==> config.mk <==
export PLATFORM = sky130hd
export DESIGN_NAME = fetch_queue
export DESIGN_NICKNAME = d
export VERILOG_FILES = /design/src/rtl/isa_pkg.sv /design/src/rtl/fetch_queue.sv
export SDC_FILE = /design/constraint.sdc
export NUM_CORES = 1
export LEC_CHECK = 0
export ABC_CLOCK_PERIOD_IN_PS = 9250
export BUFFER_PORTS_ARGS = -buffer_cell sky130_fd_sc_hd__clkbuf_2
export CAP_MARGIN = 20
export CORE_MARGIN = 2
export CORE_UTILIZATION = 51
export DETAILED_ROUTE_END_ITERATION = 12
export GPL_TIMING_DRIVEN = 0
export PLACE_DENSITY = 0.79
export SLEW_MARGIN = 0
export SYNTH_ARGS = -nofsm -noshare
export SYNTH_HDL_FRONTEND = slang
export SYNTH_SLANG_ARGS = --single-unit
==> constraint.sdc <==
create_clock -name CLK -period 9.25 [get_ports CLK]
set_input_delay 1.85 -clock CLK [delete_from_list [all_inputs] [get_ports CLK]]
set_output_delay 1.85 -clock CLK [all_outputs]
set_load 0.01 [all_outputs]
==> src/rtl/isa_pkg.sv <==
// Shared ISA types for the fetch side of the pipeline.
// word_t is the 32-bit machine word; fetch_entry_t is one queued fetch.
package isa_pkg;

  typedef logic [31:0] word_t;

  typedef struct packed {
    word_t pc;
    word_t instr;
    word_t pred_pc;
  } fetch_entry_t;

endpackage

==> src/rtl/fetch_queue.sv <==
// Fetch-to-dispatch instruction queue (circular buffer).
// Ports: CLK, RST (sync, active-high); enq_valid/enq_pc/enq_instr/
//   enq_pred_pc from fetch; flush on mispredict; deq_ready from
//   dispatch; deq_valid/deq_pc/deq_instr/deq_pred_pc head entry;
//   dispatch_free (not full, registered-only); count (occupancy).
module fetch_queue
  import isa_pkg::*;
#(
  parameter int DEPTH = 4
) (
  input  logic                       CLK,
  input  logic                       RST,
  input  logic                       enq_valid,
  input  word_t                      enq_pc,
  input  word_t                      enq_instr,
  input  word_t                      enq_pred_pc,
  input  logic                       flush,
  input  logic                       deq_ready,
  output logic                       deq_valid,
  output word_t                      deq_pc,
  output word_t                      deq_instr,
  output word_t                      deq_pred_pc,
  output logic                       dispatch_free,
  output logic [$clog2(DEPTH+1)-1:0] count
);

  localparam int PW = $clog2(DEPTH);
  localparam int CW = $clog2(DEPTH + 1);

  logic [PW-1:0] head;
  logic [PW-1:0] tail;
  logic [CW-1:0] cnt;

  fetch_entry_t mem [DEPTH];
  fetch_entry_t hd;

  logic full;
  logic do_enq;
  logic do_deq;

  // Status depends on registered occupancy only, so fetch never sees
  // a combinational path from its own enq_valid or from deq_ready.
  assign full          = (cnt == CW'(DEPTH));
  assign dispatch_free = !full;
  assign deq_valid     = (cnt != '0);
  assign count         = cnt;

  // Full blocks enqueue even when a dequeue happens in the same cycle.
  assign do_enq = enq_valid && !full && !flush;
  assign do_deq = deq_valid && deq_ready && !flush;

  assign hd          = mem[head];
  assign deq_pc      = hd.pc;
  assign deq_instr   = hd.instr;
  assign deq_pred_pc = hd.pred_pc;

  always_ff @(posedge CLK) begin
    if (RST || flush) begin
      head <= '0;
      tail <= '0;
      cnt  <= '0;
    end else begin
      if (do_enq) tail <= tail + PW'(1);
      if (do_deq) head <= head + PW'(1);
      unique case ({do_enq, do_deq})
        2'b10:   cnt <= cnt + CW'(1);
        2'b01:   cnt <= cnt - CW'(1);
        default: cnt <= cnt;
      endcase
    end
  end

  // Storage is not reset; only occupied slots are ever presented.
  always_ff @(posedge CLK) begin
    if (!RST && do_enq) begin
      mem[tail] <= '{pc: enq_pc, instr: enq_instr, pred_pc: enq_pred_pc};
    end
  end

endmodule

Word-level counts from Yosys, hierarchy flattened
Memories as Yosys holds them, arrays and structs flattened. A register that Yosys moved wholly into a read port is not among the register bits.
Index checks and enable logic that the tools add are counted.
{"block": "classes", "n_addsub": 4, "eq_ne": 3, "mux": 5, "reduce_logical": 11}
{"operator": "$pmux 3 s2", "n": 1}
{"operator": "$logic_and 1x1->1", "n": 5}
{"operator": "$add 2x1->2 const B", "n": 2}
{"operator": "$mux 2", "n": 2}
{"operator": "$add 3x1->3 const B", "n": 1}
{"operator": "$eq 3x3->1 const B", "n": 1}
{"operator": "$logic_not 1->1", "n": 3}
{"operator": "$reduce_bool 3->1", "n": 1}
{"operator": "$sub 3x1->3 const B", "n": 1}
{"operator": "$eq 2x1->1 const B", "n": 1}
{"operator": "$eq 2x2->1 const B", "n": 1}
{"operator": "$mux 1", "n": 2}
{"operator": "$reduce_bool 2->1", "n": 1}
{"operator": "$logic_or 1x1->1", "n": 1}
{"block": "word_totals", "ff_bits": 7, "ram_bits": 384, "in_bits": 101, "out_inout_bits": 101, "elab_cells": 27, "n_memories": 1}
{"name": "mem", "depth": 4, "word_bits": 96, "rd": 1, "rd_ports_with_merged_regs": 1, "wr": 1, "line": "fetch_queue.sv:34", "text": "fetch_entry_t mem [DEPTH];"}

Depth between registers and ports, before layout
Gate-level depths: netlist (run 1).
{"block": "depth", "depth_word": 7, "ltp_mapped": 8, "mapped_depth_nobuf": 8}

Worst setup path after synthesis (run 1)
Ideal clock, no wire load.
{"block": "synth_path", "kind": "in2reg", "from": "input flush", "to": "memory mem[0][0] (netlist name) (enable)", "setup_ns": 0.688, "t_arrival_ns": 9.179, "required_time_ns": 8.562, "setup_slack_ns": -0.617, "path_stages": 2, "n_path_buf": 0, "path_cell_list": "nand3b_2 nor3b_1"}
{"block": "synth_via", "elab_chain_len": 5}
{"element": "start: declaration", "line": "fetch_queue.sv:17", "text": "input logic flush,"}
{"element": "$logic_not 1->1", "line": "fetch_queue.sv:49", "text": "assign do_enq = enq_valid && !full && !flush;"}
{"element": "$logic_and 1x1->1", "line": "fetch_queue.sv:49"}
{"element": "$logic_and 1x1->1", "line": "fetch_queue.sv:75", "text": "if (!RST && do_enq) begin"}
{"element": "$mux 1", "line": "fetch_queue.sv:75"}
{"element": "$mux 1 (implied by the code)", "line": "fetch_queue.sv:76", "text": "mem[tail] <= '{pc: enq_pc, instr: enq_instr, pred_pc: enq_pred_pc};"}
{"element": "end: declaration", "line": "fetch_queue.sv:34"}
No other way between the ends.

==> impl_summary.log, run 1 <==
INFO  metric timing.critical_path.required = 7400 ps
INFO  metric hold_buffers = 0
INFO  metric finalSetupViolCount = 0
INFO  metric synth.largest_area_cell = sky130_fd_sc_hd__edfxtp_1
INFO  metric fp-row-count = 61
INFO  metric area_delta_synth_final = 23.2%
INFO  metric synth_area = 14300 µm²
INFO  metric synth-edff-count = 384
INFO  metric finalWorstPathRequiredPeriod = 4050 ps
INFO  metric reg2reg_setup_slack = 6370 ps
INFO  metric worstPathArrival = 2200 ps
INFO  metric drt_first_pass_iters = 7
INFO  metric cts_buffer_depth = 3
INFO  metric critical_path_class = reg -> out
INFO  metric clock_pin_slew_of_the_registers_on_the_worst_case_setup_and_hold_paths = 60 ps
INFO  metric synthFlopType = sky130_fd_sc_hd__edfxtp_1
INFO  metric max_freq = 247 MHz
INFO  metric yosys.cell_types.count = 24
INFO  metric instances_no_fill = 1250
INFO  metric postSynthRegisterBits = 393
INFO  metric grt_pass1_vias = 7252
INFO  metric stdcell_area = 17700 µm²
INFO  metric pwr_density_cell = 208 nW/µm²
INFO  metric ctsResizeCount = 0
INFO  metric die_width = 172 µm
INFO  metric estimated_wirelength_of_the_detail_placed_design = 18.5 mm
INFO  metric regArea = 11700 µm²
INFO  metric synthArstFlopShare = 0
INFO  metric wire_length_of_the_first_global_routing_pass = 41.3 mm
INFO  metric vias = 6728
INFO  metric grt.total_usage = 0.188
INFO  metric synth.avg_cell_area = 25.7 µm²
INFO  metric mostFrequentLayoutCells = 384 x sky130_fd_sc_hd__edfxtp_1, 201 x sky130_fd_sc_hd__clkbuf_2, 96 x sky130_fd_sc_hd__mux4_2
INFO  metric critical-path-top-delay-family = buffers and inverters
INFO  metric r2r_cells = 9
INFO  metric max-slew-margin-rel = 0.345
INFO  metric critical_path.cell_chain = buf_2 > buf_2 > buf_2 > mux4_2 > clkbuf_2
INFO  metric synth_sequential_area_ratio = 0.817
INFO  metric avgViaCountPerCell = 5.38
INFO  metric yosys_warnings = 0
INFO  metric antenna_violations_before_repair = 2
INFO  metric syn-num-nets = 665
INFO  metric multi_input_comb_area = 2470 µm²
INFO  metric ir_worst_vdd = 163 µV
INFO  metric worstHoldEndpoint = tail[1]
INFO  metric critical-path-slowest-cell = sky130_fd_sc_hd__mux4_2
INFO  metric total_power = 3680 µW
INFO  metric core-area = 27700 µm²
INFO  metric fillerInstances = 1814
INFO  metric buffer_ports.inserted = 201
INFO  metric die-height = 172 µm
INFO  metric iter_0_drt_violations = 538
INFO  metric endpoint_of_the_worst_register_to_register_path = mem[0][65]
INFO  metric run_status = finished clean
INFO  metric tritoncts_num_sinks = 393
INFO  metric die_area = 29500 µm²
INFO  metric route.detailed.drc = 0
INFO  metric initial_utilization = 0.517
INFO  metric wl = 27.2 mm
INFO  metric tritoncts_clock_tree = yes
INFO  metric static-leakage-power = 0.00599 µW
INFO  metric final_net_count = 951
INFO  metric grt_max_degree = 16
INFO  metric accumulated_negative_setup_slack = 0 ps
INFO  metric place_inst = 1180
INFO  metric rsz0062_at_grt = false
INFO  metric cts-htree-levels = 2
INFO  metric gp_congestion = 0.745
INFO  metric pre_cts_slack = 4850 ps
INFO  metric syn_inst = 558
INFO  metric report.final.slew_viol_count = 0
INFO  metric cpPeakStageDelay = 380 ps
INFO  metric drive_gt1_frac = 0.482
INFO  metric crit_path_end_kind = output port
INFO  metric worst_r2r_startpoint = count[0]
INFO  metric min_path_cells = 2
INFO  metric cap_violations = 0
INFO  metric fin_skew = 11.9 ps
INFO  metric final_min_period_over_clock_period = 0.438
INFO  metric path_max_fanout = 10
INFO  metric yosysTopAreaCellShare = 0.804
INFO  metric clock_insertion_delay_at_the_later_pin_of_the_skew_report = 510 ps
INFO  metric final_critical_path_setup_slack = 5200 ps
INFO  metric hp-start = tail[1]
INFO  metric post_synth_main_area_contributors = sky130_fd_sc_hd__edfxtp_1 80%, sky130_fd_sc_hd__mux4_2 15%, sky130_fd_sc_hd__dfxtp_1 1.3%, sky130_fd_sc_hd__ha_1 0.44%, sky130_fd_sc_hd__buf_6 0.39%
INFO  metric top_level_port_count = 202
INFO  metric most_common_cell_after_layout_fill_and_taps_aside = sky130_fd_sc_hd__edfxtp_1
INFO  metric worst_setup_start_kind = flop
INFO  metric hold_viol = 0
INFO  metric grt_remaining_overflow = 0
INFO  metric timing.hold.worst.class = reg -> reg
INFO  metric cts.repair_timing.setup_buffer_count = 0
INFO  metric critPathBufInv = 4
INFO  metric root_buffer = sky130_fd_sc_hd__clkbuf_16
INFO  metric postPlaceCellArea = 16300 µm²
INFO  metric antenna_left = 0
INFO  metric cts_inserted_buffers = 40
INFO  metric timing.critical_path.mode_cell = sky130_fd_sc_hd__buf_2
INFO  metric timing_worst_slew_pin_value = 978 ps
INFO  metric drt-wirelength-per-cell = 21.8 µm
## tightest hold or removal path, cell delays in order (launching register included)
cell,delay (ps)
sky130_fd_sc_hd__dfxtp_1,340
sky130_fd_sc_hd__nand2_1,70
sky130_fd_sc_hd__mux2i_1,60
## worst max-delay path by stage
stage                         endpoint  slack, ps  cells past startpoint
final                     deq_instr[8]       5200                      5
after detailed placement    mem[0][59]       4850                      9
after floorplan              mem[0][0]       -620                      2
after global placement      mem[1][66]      -6370                      3
after CTS                    deq_pc[4]       5120                      5
after global routing         deq_pc[9]       5080                      5
## cell families after synthesis
kind of cell / share of synthesized area
AOI/OAI and AO/OA: 0.00279
buffers and inverters: 0.0123
muxes: 0.152
DFF: 0.817
and+or+nand+nor: 0.00890
xor gates and xnor gates: 0.00122
adders and majority gates: 0.00576
## flip-flops by register name (all words and copies together) (netlist names), named ones only
name   count
mem      384
tail       2
count      3
head       2
## synthesized netlist by cell type, drive strengths merged, types with 2 or more instances
| master | count |
|---|---|
| edfxtp | 384 |
| mux4 | 96 |
| buf | 17 |
| dfxtp | 9 |
| clkbuf | 6 |
| inv | 6 |
| a21oi | 5 |
| ha | 5 |
| nor2 | 5 |
| nand2 | 4 |
| nor3b | 4 |
| o21ai | 3 |
| or3 | 3 |
| mux2i | 2 |
| nand3b | 2 |
| xor2 | 2 |
## power by group
| part | total (µW) | leakage [µW] | internal, µW | switching (µW) |
|---|---|---|---|---|
| sequential | 1970 | 0.00354 | 1970 | 4.11 |
| clock | 1600 | 0.000637 | 972 | 629 |
| combinational | 101 | 0.00181 | 44.7 | 56.6 |
## layer usage
layer / GRT usage / routed length (µm) / vias to the layer above
met3: 0.0614 / 2250 / 54
met5: 0 / 0 / -
met2: 0.321 / 13900 / 221
met4: 0.0582 / 638 / 0
met1: 0.228 / 10400 / 3477
li1: - / - / 2976
## through the flow
stage | hold slack, ps | utilization
floorplan | 459 | -
global placement | 477 | 0.571
detailed placement | 499 | 0.590
CTS | 511 | 0.637
global route | 539 | 0.637
finish | 512 | 0.637
## cell type report
type,count,area share
antenna,1,0.000142
tap,378,0.0268
timing repair buffer,244,0.0859
buffer,23,0.00872
multi-input combinational,136,0.140
clock inverter,24,0.0152
clock buffer,45,0.0590
sequential,393,0.663
inverter,6,0.00128
(Power assumes the default switching activity.)
==> inputs of run 2 (changes only) <==
ABC_CLOCK_PERIOD_IN_PS = 4100   (was 9250)
CORE_UTILIZATION = 55   (was 51)
PLACE_DENSITY = 0.81   (was 0.79)
clock period = 4.1 ns   (was 9.25 ns; I/O delays follow)
==> run 2 against run 1 <==
First-iteration DRC count increased by 4.3%. Register-to-register slack got worse by 4800 ps. Total power increased by 120%. Critical path depth unchanged. Cell count decreased by 4.6%. Critical path type unchanged. Wire length fell by 2.2%. Worst hold slack worse by 4.2 ps. Non-clock buffer count shrank 15. Setup slack got worse by 4200 ps. Combinational power is 130% higher.
==> impl_summary.log, run 2 (same netlist as run 1, synthesis figures left out) <==
INFO  metric run_status = finished clean
INFO  metric instances_no_fill = 1192 (-4.6%)
INFO  metric wl = 26.6 mm (-2.2%)
INFO  metric antenna_left = 0 (unchanged)
INFO  metric static-leakage-power = 0.00600 µW (+0.26%)
INFO  metric die_width = 165 µm (-3.6%)
INFO  metric drt_first_pass_iters = 5 (-2)
INFO  metric path_max_fanout = 10 (unchanged)
INFO  metric iter_0_drt_violations = 561 (+4.3%)
INFO  metric critical-path-slowest-cell = sky130_fd_sc_hd__mux4_2
INFO  metric final_min_period_over_clock_period = 0.745
INFO  metric drt-wirelength-per-cell = 22.3 µm (+2.6%)
INFO  metric gp_congestion = 0.715 (-4.0%)
INFO  metric worst_setup_start_kind = flop
INFO  metric route.detailed.drc = 0 (unchanged)
INFO  metric stdcell_area = 17700 µm² (+0.28%)
INFO  metric hold_buffers = 0 (unchanged)
INFO  metric grt_remaining_overflow = 0 (unchanged)
INFO  metric avgViaCountPerCell = 5.61 (+4.2%)
INFO  metric final_net_count = 936 (-1.6%)
INFO  metric timing_worst_slew_pin_value = 838 ps (-139 ps)
INFO  metric area_delta_synth_final = 23.5%
INFO  metric grt_pass1_vias = 7062 (-2.6%)
INFO  metric finalSetupViolCount = 0 (unchanged)
INFO  metric estimated_wirelength_of_the_detail_placed_design = 17.8 mm (-4.0%)
INFO  metric critical_path_class = reg -> out
INFO  metric rsz0062_at_grt = false
INFO  metric fin_skew = 16.1 ps (+4.12 ps)
INFO  metric tritoncts_clock_tree = yes
INFO  metric drive_gt1_frac = 0.474 (-0.00846)
INFO  metric antenna_violations_before_repair = 0 (-2)
INFO  metric sw_frac_of_total = 0.182 (-0.00531)
INFO  metric accumulated_negative_setup_slack = 0 ps (unchanged)
INFO  metric cts_buffer_depth = 3 (unchanged)
INFO  metric cts.repair_timing.setup_buffer_count = 0 (unchanged)
INFO  metric clock_insertion_delay_at_the_later_pin_of_the_skew_report = 520 ps (about the same)
INFO  metric finalWorstPathRequiredPeriod = 3050 ps
INFO  metric report.final.slew_viol_count = 0 (unchanged)
INFO  metric hold_viol = 0 (unchanged)
INFO  metric min_path_cells = 2 (unchanged)
INFO  metric core-area = 25800 µm² (-6.7%)
INFO  metric timing.critical_path.required = 3280 ps (-4120 ps)
INFO  metric timing.critical_path.mode_cell = sky130_fd_sc_hd__buf_2
INFO  metric cts_inserted_buffers = 40 (unchanged)
INFO  metric clock_network_fraction_of_total_power = 0.431 (-0.004)
INFO  metric mostFrequentLayoutCells = 384 x sky130_fd_sc_hd__edfxtp_1, 201 x sky130_fd_sc_hd__clkbuf_2, 96 x sky130_fd_sc_hd__mux4_2
INFO  metric r2r_cells = 7 (-2)
INFO  metric buffer_ports.inserted = 201 (unchanged)
INFO  metric hp-start = tail[1]
INFO  metric internal-power = 6740 µW (+130%)
INFO  metric timing.hold.worst.class = reg -> reg
INFO  metric clock_pin_slew_of_the_registers_on_the_worst_case_setup_and_hold_paths = 60 ps (about the same)
INFO  metric portion_of_total_power_attributed_to_sequential_cells = 0.540 (+0.003)
INFO  metric largest-register = mem
INFO  metric tritoncts_num_sinks = 393 (unchanged)
INFO  metric power_frac_comb = 0.028 (about the same)
INFO  metric worst_r2r_startpoint = count[0]
INFO  metric die_area = 27400 µm² (-7.1%)
INFO  metric ctsResizeCount = 0 (unchanged)
INFO  metric ir_worst_vdd = 334 µV (+110%)
INFO  metric fillerInstances = 1585 (-13%)
INFO  metric crit_path_end_kind = output port
INFO  metric power_switching = 1500 µW (+120%)
INFO  metric top_level_port_count = 202 (unchanged)
INFO  metric max-slew-margin-rel = 0.440 (+0.0950)
INFO  metric fp-row-count = 59 (-3.3%)
INFO  metric initial_utilization = 0.555 (+0.0374)
INFO  metric cts-htree-levels = 2 (unchanged)
INFO  metric max_freq = 328 MHz
INFO  metric grt.total_usage = 0.197 (+0.00929)
INFO  metric largest_reg_flops = 384 (unchanged)
INFO  metric place_inst = 1122 (-4.9%)
INFO  metric vias = 6687 (-0.61%)
INFO  metric regArea = 11700 µm² (unchanged)
INFO  metric most_common_cell_after_layout_fill_and_taps_aside = sky130_fd_sc_hd__edfxtp_1
INFO  metric critical_path.cell_chain = buf_2 > buf_2 > buf_2 > mux4_2 > clkbuf_2
INFO  metric cpPeakStageDelay = 370 ps (about the same)
INFO  metric antenna_diode_count = 0 (-1)
INFO  metric cap_violations = 0 (unchanged)
INFO  metric die-height = 165 µm (-3.6%)
INFO  metric multi_input_comb_area = 2500 µm² (+1.4%)
INFO  metric pwr_density_cell = 466 nW/µm² (+120%)
INFO  metric worstPathArrival = 2230 ps (+30 ps)
INFO  metric wire_length_of_the_first_global_routing_pass = 39.9 mm (-3.5%)
INFO  metric grt_max_degree = 17 (+1)
INFO  metric root_buffer = sky130_fd_sc_hd__clkbuf_16
INFO  metric postPlaceCellArea = 16400 µm² (+0.32%)
[run 2: worst paths after layout]
| kind | end | slack [ps] |
|---|---|---|
| worst max-delay path | deq_pc[5] | 1050 |
| worst max register to register | mem[3][59] | 1530 |
| worst min register to register | tail[1] | 510 |
| worst min-delay path | tail[1] | 510 |
[run 2: critical path: cells and delay by family (launching register included)]
kind	cells	cell delay, ps
flip-flops	1	310
multiplexers	1	370
buffers and inverters	4	1040
[run 2: metal layers]
metal  GRT usage  routed length, µm  up-vias
met5           0                  0        -
met4      0.0545                477        0
met3      0.0527               2140       36
met2       0.321              13300      254
met1       0.267              10700     3440
li1            -                  -     2957
[run 2: final cells by class]
type                    count  share of cell area
flip-flops and latches    393               0.661
multi-input cells         136               0.141
repair buffers            229              0.0897
clock buffers              52              0.0620
well taps                 335              0.0237
clock inverters            18              0.0119
plain buffers              23             0.00869
inverters                   6             0.00127
[run 2: stage by stage]
step	utilization	total power (µW)	hold slack, ps	setup WS [ps]
after CTS	0.685	8330	497	975
after floorplan	-	4630	459	124
after detailed placement	0.635	4770	496	1120
after global placement	0.612	4750	477	-1850
after global routing	0.685	8500	506	936
final	0.685	8250	508	1050
[run 2: power by group through the flow]
stage / registers (µW) / logic [µW] / clock network, µW
floorplan: 4540 / 84.2 / 0
global placement: 4540 / 209 / 0
detailed placement: 4540 / 235 / 0
CTS: 4460 / 236 / 3640
global route: 4460 / 256 / 3790
finish: 4460 / 234 / 3560
==> inputs of run 3 (changes only) <==
ABC_AREA = 1   (was default)
ABC_CLOCK_PERIOD_IN_PS = 2900   (was 4100)
clock period = 2.9 ns   (was 4.1 ns; I/O delays follow)
==> run 3 against run 2 <==
Sequential share of layout area down 0.19 points. Highest routed layer unchanged. Cell count up 37%. Utilization down 1.9 points.
==> impl_summary.log, run 3 <==
INFO  metric timing.critical_path.mode_cell = sky130_fd_sc_hd__buf_2
INFO  metric pwr_density_cell = 640 nW/µm² (+37%)
INFO  metric hold_viol = 0 (unchanged)
INFO  metric cts_inserted_buffers = 39 (-2.5%)
INFO  metric timing_worst_slew_pin_value = 859 ps (+21.0 ps)
INFO  metric cap_violations = 0 (unchanged)
INFO  metric wl = 32.6 mm (+23%)
INFO  metric post_synth_main_area_contributors = sky130_fd_sc_hd__edfxtp_1 78%, sky130_fd_sc_hd__nor2_1 5.2%, sky130_fd_sc_hd__o22ai_1 4.1%, sky130_fd_sc_hd__o21ai_0 3.5%, sky130_fd_sc_hd__o21ai_1 3.1%
INFO  metric synth_sequential_area_ratio = 0.792 (-0.0244)
INFO  metric clock_pin_slew_of_the_registers_on_the_worst_case_setup_and_hold_paths = 60 ps (about the same)
INFO  metric report.final.slew_viol_count = 0 (unchanged)
INFO  metric core-area = 26700 µm² (+3.1%)
INFO  metric buffer_ports.inserted = 201 (unchanged)
INFO  metric hold_buffers = 0 (unchanged)
INFO  metric clock_insertion_delay_at_the_later_pin_of_the_skew_report = 510 ps (about the same)
INFO  metric synth-edff-count = 384 (unchanged)
INFO  metric instances_no_fill = 1628 (+37%)
INFO  metric synth.avg_cell_area = 14.7 µm² (-43%)
INFO  metric fp-row-count = 60 (+1.7%)
INFO  metric cts_buffer_depth = 3 (unchanged)
INFO  metric die_area = 28200 µm² (+3.0%)
INFO  metric finalCoreUtilization = 0.666 (-0.0190)
INFO  metric drt_first_pass_iters = 7 (+2)
INFO  metric die_width = 168 µm (+1.5%)
INFO  metric gp_congestion = 0.764 (+6.9%)
INFO  metric final_critical_path_setup_slack = 93.6 ps (-954 ps)
INFO  metric synth.largest_area_cell = sky130_fd_sc_hd__edfxtp_1
INFO  metric worstPathArrival = 2230 ps (about the same)
INFO  metric synthArstFlopShare = 0 (unchanged)
INFO  metric initial_utilization = 0.555 (about the same)
INFO  metric iter_0_drt_violations = 907 (+62%)
INFO  metric timing.hold.worst.class = in -> reg
INFO  metric drive_gt1_frac = 0.255 (-0.219)
INFO  metric die-height = 168 µm (+1.5%)
INFO  metric syn-num-nets = 1110 (+67%)
INFO  metric finalWorstPathRequiredPeriod = 2810 ps
INFO  metric grt_pass1_vias = 9186 (+30%)
INFO  metric mostFrequentLayoutCells = 384 x sky130_fd_sc_hd__edfxtp_1, 210 x sky130_fd_sc_hd__clkbuf_2, 200 x sky130_fd_sc_hd__nor2_1
INFO  metric ir_worst_vdd = 452 µV (+35%)
INFO  metric crit_path_end_kind = output port
INFO  metric critical_path.cell_chain = inv_2 > buf_2 > buf_2 > o21ai_1 > o22ai_1 > clkbuf_2
INFO  metric estimated_wirelength_of_the_detail_placed_design = 20.5 mm (+16%)
INFO  metric grt.total_usage = 0.229 (+0.0320)
INFO  metric antenna_left = 0 (unchanged)
INFO  metric grt_max_degree = 31 (+14)
INFO  metric synthFlopType = sky130_fd_sc_hd__edfxtp_1
INFO  metric tritoncts_num_sinks = 393 (unchanged)
INFO  metric finalSetupViolCount = 0 (unchanged)
INFO  metric wire_length_of_the_first_global_routing_pass = 49.2 mm (+24%)
INFO  metric path_max_fanout = 10 (unchanged)
INFO  metric area_delta_synth_final = 20.2%
INFO  metric final_net_count = 1365 (+46%)
INFO  metric largest_reg_flops = 384 (unchanged)
INFO  metric fin_skew = 12.7 ps (-3.41 ps)
INFO  metric max_freq = 356 MHz
INFO  metric final_min_period_over_clock_period = 0.968
INFO  metric most_common_cell_after_layout_fill_and_taps_aside = sky130_fd_sc_hd__edfxtp_1
INFO  metric syn_inst = 1003 (+80%)
INFO  metric postSynthRegisterBits = 393 (unchanged)
INFO  metric timing.critical_path.required = 2320 ps (-960 ps)
INFO  metric synth_area = 14800 µm² (+3.1%)
INFO  metric yosys_warnings = 0 (unchanged)
INFO  metric critical-path-slowest-cell = sky130_fd_sc_hd__dfxtp_1
INFO  metric route.detailed.drc = 0 (unchanged)
INFO  metric drt-wirelength-per-cell = 20.1 µm (-10%)
INFO  metric cts-htree-levels = 2 (unchanged)
INFO  metric root_buffer = sky130_fd_sc_hd__clkbuf_16
INFO  metric synthTopCellsByCount = 384 x sky130_fd_sc_hd__edfxtp_1, 205 x sky130_fd_sc_hd__nor2_1, 102 x sky130_fd_sc_hd__o21ai_0
INFO  metric static-leakage-power = 0.00637 µW (+6.2%)
INFO  metric max-slew-margin-rel = 0.426 (-0.0148)
INFO  metric tritoncts_clock_tree = yes
INFO  metric synth_most_common_cell = sky130_fd_sc_hd__edfxtp_1
INFO  metric top_level_port_count = 202 (unchanged)
INFO  metric pre_cts_slack = 93.7 ps (-1030 ps)
INFO  metric worst_setup_start_kind = flop
INFO  metric cpPeakStageDelay = 440 ps (+70 ps)
INFO  metric vias = 9273 (+39%)
INFO  metric critical_path_class = reg -> out
INFO  metric grt_remaining_overflow = 0 (unchanged)
INFO  metric avgViaCountPerCell = 5.70 (+1.5%)
INFO  metric largest-register = mem
INFO  metric antenna_violations_before_repair = 1 (+1)
INFO  metric run_status = finished clean
INFO  metric yosys.cell_types.count = 20 (-17%)
INFO  metric yosysTopAreaCellShare = 0.780 (-0.0240)
INFO  metric place_inst = 1558 (+39%)
==> run 3: changes by cell type after synthesis, moves of 6 or more <==
cell and delta:
sky130_fd_sc_hd__nor2_1 +200, sky130_fd_sc_hd__o21ai_0 +99, sky130_fd_sc_hd__mux4_2 -96, sky130_fd_sc_hd__o22ai_1 +96, sky130_fd_sc_hd__o21ai_1 +91, sky130_fd_sc_hd__buf_6 +17, sky130_fd_sc_hd__nand2_1 +14, sky130_fd_sc_hd__inv_1 +12
sky130_fd_sc_hd__buf_4 +9, sky130_fd_sc_hd__clkbuf_1 +8, sky130_fd_sc_hd__clkbuf_2 +6
==> run 3: what timing repair did <==
action,in CTS,in global routing
buffers inserted,0,0
gates resized for setup,0,7
endpoints found under the setup margin,0,4
==> run 3: kinds of logic after synthesis <==
kind of cell	after synthesis	share of synthesized area
AO/OA/AOI/OAI	294	0.108
flip-flops	393	0.792
adder cells (fa/ha/maj)	6	0.00559
AND/OR/NAND/NOR	228	0.0584
buffers and inverters	82	0.0359
==> run 3: path summary, 6_finish.rpt <==
path / slack (ps) / from / end / cells past startpoint
max: 90 / flop / deq_instr[29] / 6
min: 280 / enq_pred_pc[13] / mem[0][13] / 1
max reg2reg: 390 / count[1] / mem[1][46] / 7
min reg2reg: 510 / tail[0] / tail[0] / 2
==> run 3: layer usage <==
metal / wire length [µm] / part of all wire / up-vias / GRT usage
li1: - / - / 4290 / -
met1: 12600 / 0.39 / 4457 / 0.293
met2: 16200 / 0.50 / 442 / 0.390
met3: 2770 / 0.085 / 84 / 0.0430
met4: 1070 / 0.033 / 0 / 0.0953
met5: 0 / 0 / - / 0
==> run 3: cell type report <==
| type | instances | area, µm² |
|---|---|---|
| Timing Repair Buffer | 214 | 1290 |
| Sequential cell | 393 | 11700 |
| Fill cell | 1772 | 8890 |
| Tap cell | 341 | 427 |
| Clock inverter | 17 | 128 |
| Buffer | 62 | 459 |
| Inverter | 20 | 85.1 |
| Clock buffer | 52 | 1080 |
| Antenna cell | 1 | 2.50 |
| Multi-Input combinational cell | 528 | 2580 |
==> run 3: metrics by stage <==
stage	power [µW]	instance area, µm²	TNS [ps]	hold WS, ps
6_report	11400	17800	0	281
5_1_grt	11700	17800	-0.669	275
4_1_cts	11400	17700	0	268
3_5_place_dp	6780	16500	0	502
3_3_place_gp	6750	16300	-470610	479
2_1_floorplan	6560	14800	-14040	466
==> run 3: report_power, final <==
part           total, µW  switching [µW]  internal [µW]  leakage (µW)
registers           6300            12.9           6290       0.00354
clock network       4710            1930           2780      0.000597
logic                358             224            134       0.00224
==> run 3: critical path, delay by kind of cell (launching register included) <==
family	cells	cell delay (ps)
compound gates	2	290
buf+inv	4	990
flops	1	440
